<file path="config.mk">
export PLATFORM = sky130hd
export DESIGN_NAME = mux_nx1_arb
export DESIGN_NICKNAME = d
export VERILOG_FILES = /design/src/rtl/mux_pkg.sv /design/src/rtl/rr_arbiter.sv /design/src/rtl/mux_nx1_arb.sv
export SDC_FILE = /design/constraint.sdc
export NUM_CORES = 1
export LEC_CHECK = 0
export CAP_MARGIN = 20
export CELL_PAD_IN_SITES_DETAIL_PLACEMENT = 1
export CELL_PAD_IN_SITES_GLOBAL_PLACEMENT = 1
export CORE_MARGIN = 5
export CORE_UTILIZATION = 27
export DETAILED_ROUTE_END_ITERATION = 8
export PLACE_DENSITY_LB_ADDON = 0.25
export SKIP_LAST_GASP = 1
export SLEW_MARGIN = 20
export SYNTH_ARGS = -nofsm -noshare
export SYNTH_HDL_FRONTEND = slang
export SYNTH_SLANG_ARGS = --single-unit
export TNS_END_PERCENT = 10
</file>
<file path="constraint.sdc">
create_clock -name clk -period 3.2 [get_ports clk]
set_clock_uncertainty 0.2 [all_clocks]
set_input_delay 0.64 -clock clk [delete_from_list [all_inputs] [get_ports clk]]
set_output_delay 0.64 -clock clk [all_outputs]
set_load 0.005 [all_outputs]
</file>
<file path="src/rtl/mux_pkg.sv">
// Package for mux_nx1_arb: default geometry constants and the channel-index width helper.
//   DefaultWidth  default data bits per channel
//   DefaultNumCh  default number of input channels
//   ch_w_safe()   channel-index width, at least 1 bit even for degenerate channel counts
package mux_pkg;

  localparam int unsigned DefaultWidth = 8;
  localparam int unsigned DefaultNumCh = 2;

  function automatic int unsigned ch_w_safe(input int unsigned n);
    return (n < 2) ? 1 : $clog2(n);
  endfunction

endpackage

</file>
<file path="src/rtl/rr_arbiter.sv">
// Channel arbiter for mux_nx1_arb.
// Macro MUX_ROUND_ROBIN_EN selects round-robin arbitration with an internal rotating
// pointer; without it the arbiter is fixed priority (lowest requesting index wins) and
// keeps no state.
// Ports:
//   clk        rising-edge clock (pointer update only)
//   reset      asynchronous active-low reset (pointer returns to 0)
//   req        per-channel request vector
//   advance    a transfer took place on the granted channel this cycle
//   grant      one-hot grant, all zero when nothing requests
//   grant_idx  binary index of the granted channel (0 when nothing requests)
module rr_arbiter
  import mux_pkg::*;
#(
  parameter int unsigned NUM_CH = DefaultNumCh,
  parameter int unsigned CH_W   = ch_w_safe(NUM_CH)
) (
  input  logic              clk,
  input  logic              reset,
  input  logic [NUM_CH-1:0] req,
  input  logic              advance,
  output logic [NUM_CH-1:0] grant,
  output logic [CH_W-1:0]   grant_idx
);

`ifdef MUX_ROUND_ROBIN_EN

  logic [CH_W-1:0] ptr_q, ptr_d;
  logic [CH_W:0]   sum;
  logic [CH_W-1:0] idx;
  logic            found;

  // Scan channels starting at the pointer, wrapping past NUM_CH-1 back to 0.
  always_comb begin
    grant     = '0;
    grant_idx = '0;
    found     = 1'b0;
    sum       = '0;
    idx       = '0;
    for (int k = 0; k < NUM_CH; k++) begin
      sum = {1'b0, ptr_q} + (CH_W + 1)'(k);
      if (sum >= (CH_W + 1)'(NUM_CH)) begin
        sum = sum - (CH_W + 1)'(NUM_CH);
      end
      idx = sum[CH_W-1:0];
      if (!found && req[idx]) begin
        found      = 1'b1;
        grant[idx] = 1'b1;
        grant_idx  = idx;
      end
    end
  end

  // Pointer moves just past the channel that transferred; otherwise it holds.
  always_comb begin
    ptr_d = ptr_q;
    if (advance) begin
      ptr_d = (grant_idx == CH_W'(NUM_CH - 1)) ? '0 : grant_idx + CH_W'(1);
    end
  end

  always_ff @(posedge clk or negedge reset) begin
    if (!reset) begin
      ptr_q <= '0;
    end else begin
      ptr_q <= ptr_d;
    end
  end

`else

  logic found;
  logic unused_fixed;

  // Fixed priority keeps no state, so clock, reset and advance are intentionally unused.
  assign unused_fixed = clk ^ reset ^ advance;

  always_comb begin
    grant     = '0;
    grant_idx = '0;
    found     = 1'b0;
    for (int k = 0; k < NUM_CH; k++) begin
      if (!found && req[k]) begin
        found     = 1'b1;
        grant[k]  = 1'b1;
        grant_idx = CH_W'(k);
      end
    end
  end

`endif

endmodule

</file>
<file path="src/rtl/mux_nx1_arb.sv">
// N-to-1 arbitrated multiplexer with a single registered output stage.
// Macro MUX_ROUND_ROBIN_EN selects round-robin arbitration; the default build is fixed
// priority (lowest requesting index wins).
// Ports:
//   clk        rising-edge clock
//   reset      asynchronous active-low reset
//   in_data    packed channel data, channel i at [i*WIDTH +: WIDTH]
//   in_valid   per-channel request
//   in_ready   per-channel accept, at most one bit high
//   out        registered selected data
//   out_valid  out holds a word
//   out_ready  downstream accept
//   out_ch     index of the channel that sourced out
module mux_nx1_arb
  import mux_pkg::*;
#(
  parameter int unsigned WIDTH  = DefaultWidth,
  parameter int unsigned NUM_CH = DefaultNumCh,
  parameter int unsigned CH_W   = ch_w_safe(NUM_CH)
) (
  input  logic                     clk,
  input  logic                     reset,
  input  logic [NUM_CH*WIDTH-1:0]  in_data,
  input  logic [NUM_CH-1:0]        in_valid,
  output logic [NUM_CH-1:0]        in_ready,
  output logic [WIDTH-1:0]         out,
  output logic                     out_valid,
  input  logic                     out_ready,
  output logic [CH_W-1:0]          out_ch
);

  logic [NUM_CH-1:0] grant;
  logic [CH_W-1:0]   grant_idx;
  logic [WIDTH-1:0]  sel_data;
  logic              load;
  logic              transfer;

  logic [WIDTH-1:0]  out_q;
  logic              out_valid_q;
  logic [CH_W-1:0]   out_ch_q;

  rr_arbiter #(
    .NUM_CH (NUM_CH),
    .CH_W   (CH_W)
  ) u_arb (
    .clk       (clk),
    .reset     (reset),
    .req       (in_valid),
    .advance   (transfer),
    .grant     (grant),
    .grant_idx (grant_idx)
  );

  // Output register can take a new word when empty or draining this cycle.
  assign load = !out_valid_q || out_ready;

  // Gating with reset keeps every in_ready low while reset is held.
  assign in_ready = reset ? (grant & {NUM_CH{load}}) : '0;
  assign transfer = |in_ready;

  // One-hot AND-OR select; grant has at most one bit set.
  always_comb begin
    sel_data = '0;
    for (int k = 0; k < NUM_CH; k++) begin
      sel_data = sel_data | (in_data[k*WIDTH +: WIDTH] & {WIDTH{grant[k]}});
    end
  end

  always_ff @(posedge clk or negedge reset) begin
    if (!reset) begin
      out_q       <= '0;
      out_valid_q <= 1'b0;
      out_ch_q    <= '0;
    end else if (transfer) begin
      out_q       <= sel_data;
      out_valid_q <= 1'b1;
      out_ch_q    <= grant_idx;
    end else if (out_ready) begin
      out_valid_q <= 1'b0;
    end
  end

  assign out       = out_q;
  assign out_valid = out_valid_q;
  assign out_ch    = out_ch_q;

endmodule

</file>
==> run summary, run 1 <==
status: finished, final reports clean
worst-path fanout max: 11
Clock Tree Root: clkbuf_4
overall routing resource usage: 12.8%
GRT overflow: 0
fmax: 336 MHz
# diodes: 0
Total Power: 400 uW
Layout area overhead: 67.6%
R2R depth: 4
Worst Path Class, Setup: primary input to output port
Worst EP required: 2.36 ns
drt drc: 0
flops & latches, synth: 10
Worst Hold Class: flop to flop
worst-margin pin slew: 0.258 ns
top-area cell type share of the netlist area: 45.0%
Die Area: 0.00306 mm2
vias in the first global route: 696
startpoint types: primary input
sw frac: 28.7%
most common cell after layout, fill and taps aside: clkdlybuf4s50_1
Clock power frac: 22.0%
H-tree depth: 1
Hold-fix buffers, CTS: 0
Gate power share: 35.8%
Synth area leader: dfrtp_1
crit share post-route: 92.9%
final wirelength: 1950 um
Clock Latency Late Sink: 0.26 ns
Final setup viols: 0
FF/Latch Area: 250 um2
Worst slew margin: 82.8%
distinct cell type count after synthesis: 17
first-pass iteration count of the detailed router: 2
antenna-violating nets left: 0
total CTS buffers: 3
Synth Area in XOR/XNOR: 0%
pin count of the biggest net entering global routing: 21
global placer's final weighted congestion: 0.691
io pins: 33
detailed placement HPWL: 1460 um
Post-Syn Area: 556 um2
CTS resizes: 0
Clock Tree Buf Depth: 2
Final Hold Violating Endpoints: 0
top post-synthesis cells by area: dfrtp_1 (45%), a221oi_1 (13%), o32ai_1 (13%), a21oi_1 (7.2%), inv_1 (6.1%)
register area share after synthesis: 45.0%
initial antenna violation count: 0
Setup Buffers After CTS: 0
minimum clock period: 2.97 ns
MaxCap Viol Count: 0
mux contribution to synthesized area: 0%
number of I/O port buffers: 32
Cell Int Power: 285 uW
Mean Syn Cell Area: 9.75 um2
core area: 0.00196 mm2
largest family of logic cells by synthesized area: compound AO/OA/AOI/OAI gates
Post-layout nets: 114
Net Count, Synth: 78
Compound-Gate Fraction of Synth Area: 34.5%
first-pass GRT wire length: 3170 um
crit path capture type: output port
Yosys warning total: 0
adder-cell share of the synthesized area: 0%
via count: 629
Max Slew Vio Count: 0
Post-Synthesis Cells: 57
Final TNS setup: 0 ns
Site Rows: 16
Die H: 55.4 um
commonest non-fill, non-tap cells in the layout: clkdlybuf4s50_1 (32), dfrtp_1 (10), inv_1 (9)
CTS tree: done
Fillers: 239
Leakage: 0.000384 uW
Worst EP arrival: 2.13 ns
wire per inst: 16.5 um
DRT iter0 DRCs: 3
fraction of layout cells with a size suffix above 1: 9.89%
CTS clk-pin slew, worst paths: 0.07 ns
area of the multi-input gates: 240 um2
DR vias/cell: 5.33
unrepaired setup endpoints after global routing: no
Initial Util: 28.3%
simple-gate area share of the yosys netlist: 8.78%
Flop pwr share: 42.2%
Power Density: 430 mW/mm2
Sinks on Clock Net: 10
Hold Path Stages: 2
net switching power: 115 uW
die width: 55.4 um
Worst VDD drop: 0.211 mV
sequential cells by signal, summed over array words and instances, names as in the netlist:
| register | flops |
|---|---|
| out_valid | 1 |
| out_ch | 1 |
| out | 8 |
power groups by stage:
stage                     Combinational [uW]  Sequential (uW)  Clock [uW]
final                                    143              169        88.0
after floorplan                         51.7              171           0
after detailed placement                 144              172           0
after global placement                   142              170           0
after CTS                                146              169        91.5
after global routing                     155              172        95.4
cells by family after synthesis:
family	count (synthesis)
simple gates	7
flops	10
compound gates	26
buf+inv	14
layer usage:
layer  vias up  wire (um)  track usage [%]
li1        290          -                -
met1       315        851             14.0
met2        22        992             22.3
met3         2         99             3.73
met4         0          7             6.25
met5         -          0                0
synthesized netlist by cell type, drive strengths merged:
| master | count |
|---|---|
| a31oi | 1 |
| a21oi | 8 |
| nor2 | 1 |
| buf | 3 |
| nand2 | 2 |
| dfrtp | 10 |
| clkbuf | 2 |
| o21ai | 1 |
| nor3 | 1 |
| and3 | 1 |
| inv | 9 |
| nand2b | 1 |
| o32ai | 8 |
| a221oi | 8 |
| and2b | 1 |
worst paths after layout:
| kind | startpoint | end | slack (ns) |
|---|---|---|---|
| min | out_ch$_DFFE_PN0P_ | out_ch$_DFFE_PN0P_ | 0.33 |
| max reg2reg | out_valid$_DFFE_PN0P_ | out[3]$_DFFE_PN0P_ | 1.70 |
| min in group asynchronous | reset | out_valid$_DFFE_PN0P_ | 0.58 |
| min reg2reg | out_ch$_DFFE_PN0P_ | out_ch$_DFFE_PN0P_ | 0.33 |
| max | out_ready | in_ready[0] | 0.23 |
| max in group asynchronous | reset | out[4]$_DFFE_PN0P_ | 2.02 |
through the flow:
stage / hold WS [ns] / cell area, um2 / utilization, % / cells / setup slack, ns
after CTS: 0.341 / 931 / 47.4 / 118 / 0.223
after global placement: 0.297 / 908 / 46.3 / 115 / 0.263
after detailed placement: 0.305 / 908 / 46.3 / 115 / 0.229
after floorplan: 0.144 / 556 / - / 57 / 1.22
after global routing: 0.366 / 931 / 47.4 / 118 / 0.175
final: 0.332 / 931 / 47.4 / 118 / 0.227
critical path: stages:
cell and delay [ns]:
clkdlybuf4s50_1 0.48, nand2b_4 0.20, and3_4 0.28, clkdlybuf4s50_1 0.52
layout make-up:
cell class	instances	area share, %
clock buffer	3	2.42
tap	27	3.63
multi-input combinational	33	25.8
timing repair buffer	36	37.6
sequential	10	26.9
inverter	9	3.63
Power figures use the tool's default switching activity.
==> inputs of run 2 (changes only) <==
- ABC_CLOCK_PERIOD_IN_PS: not set -> 3200
==> results of run 2 <==
The final DEF is identical to that of run 1; final timing and power are the same.
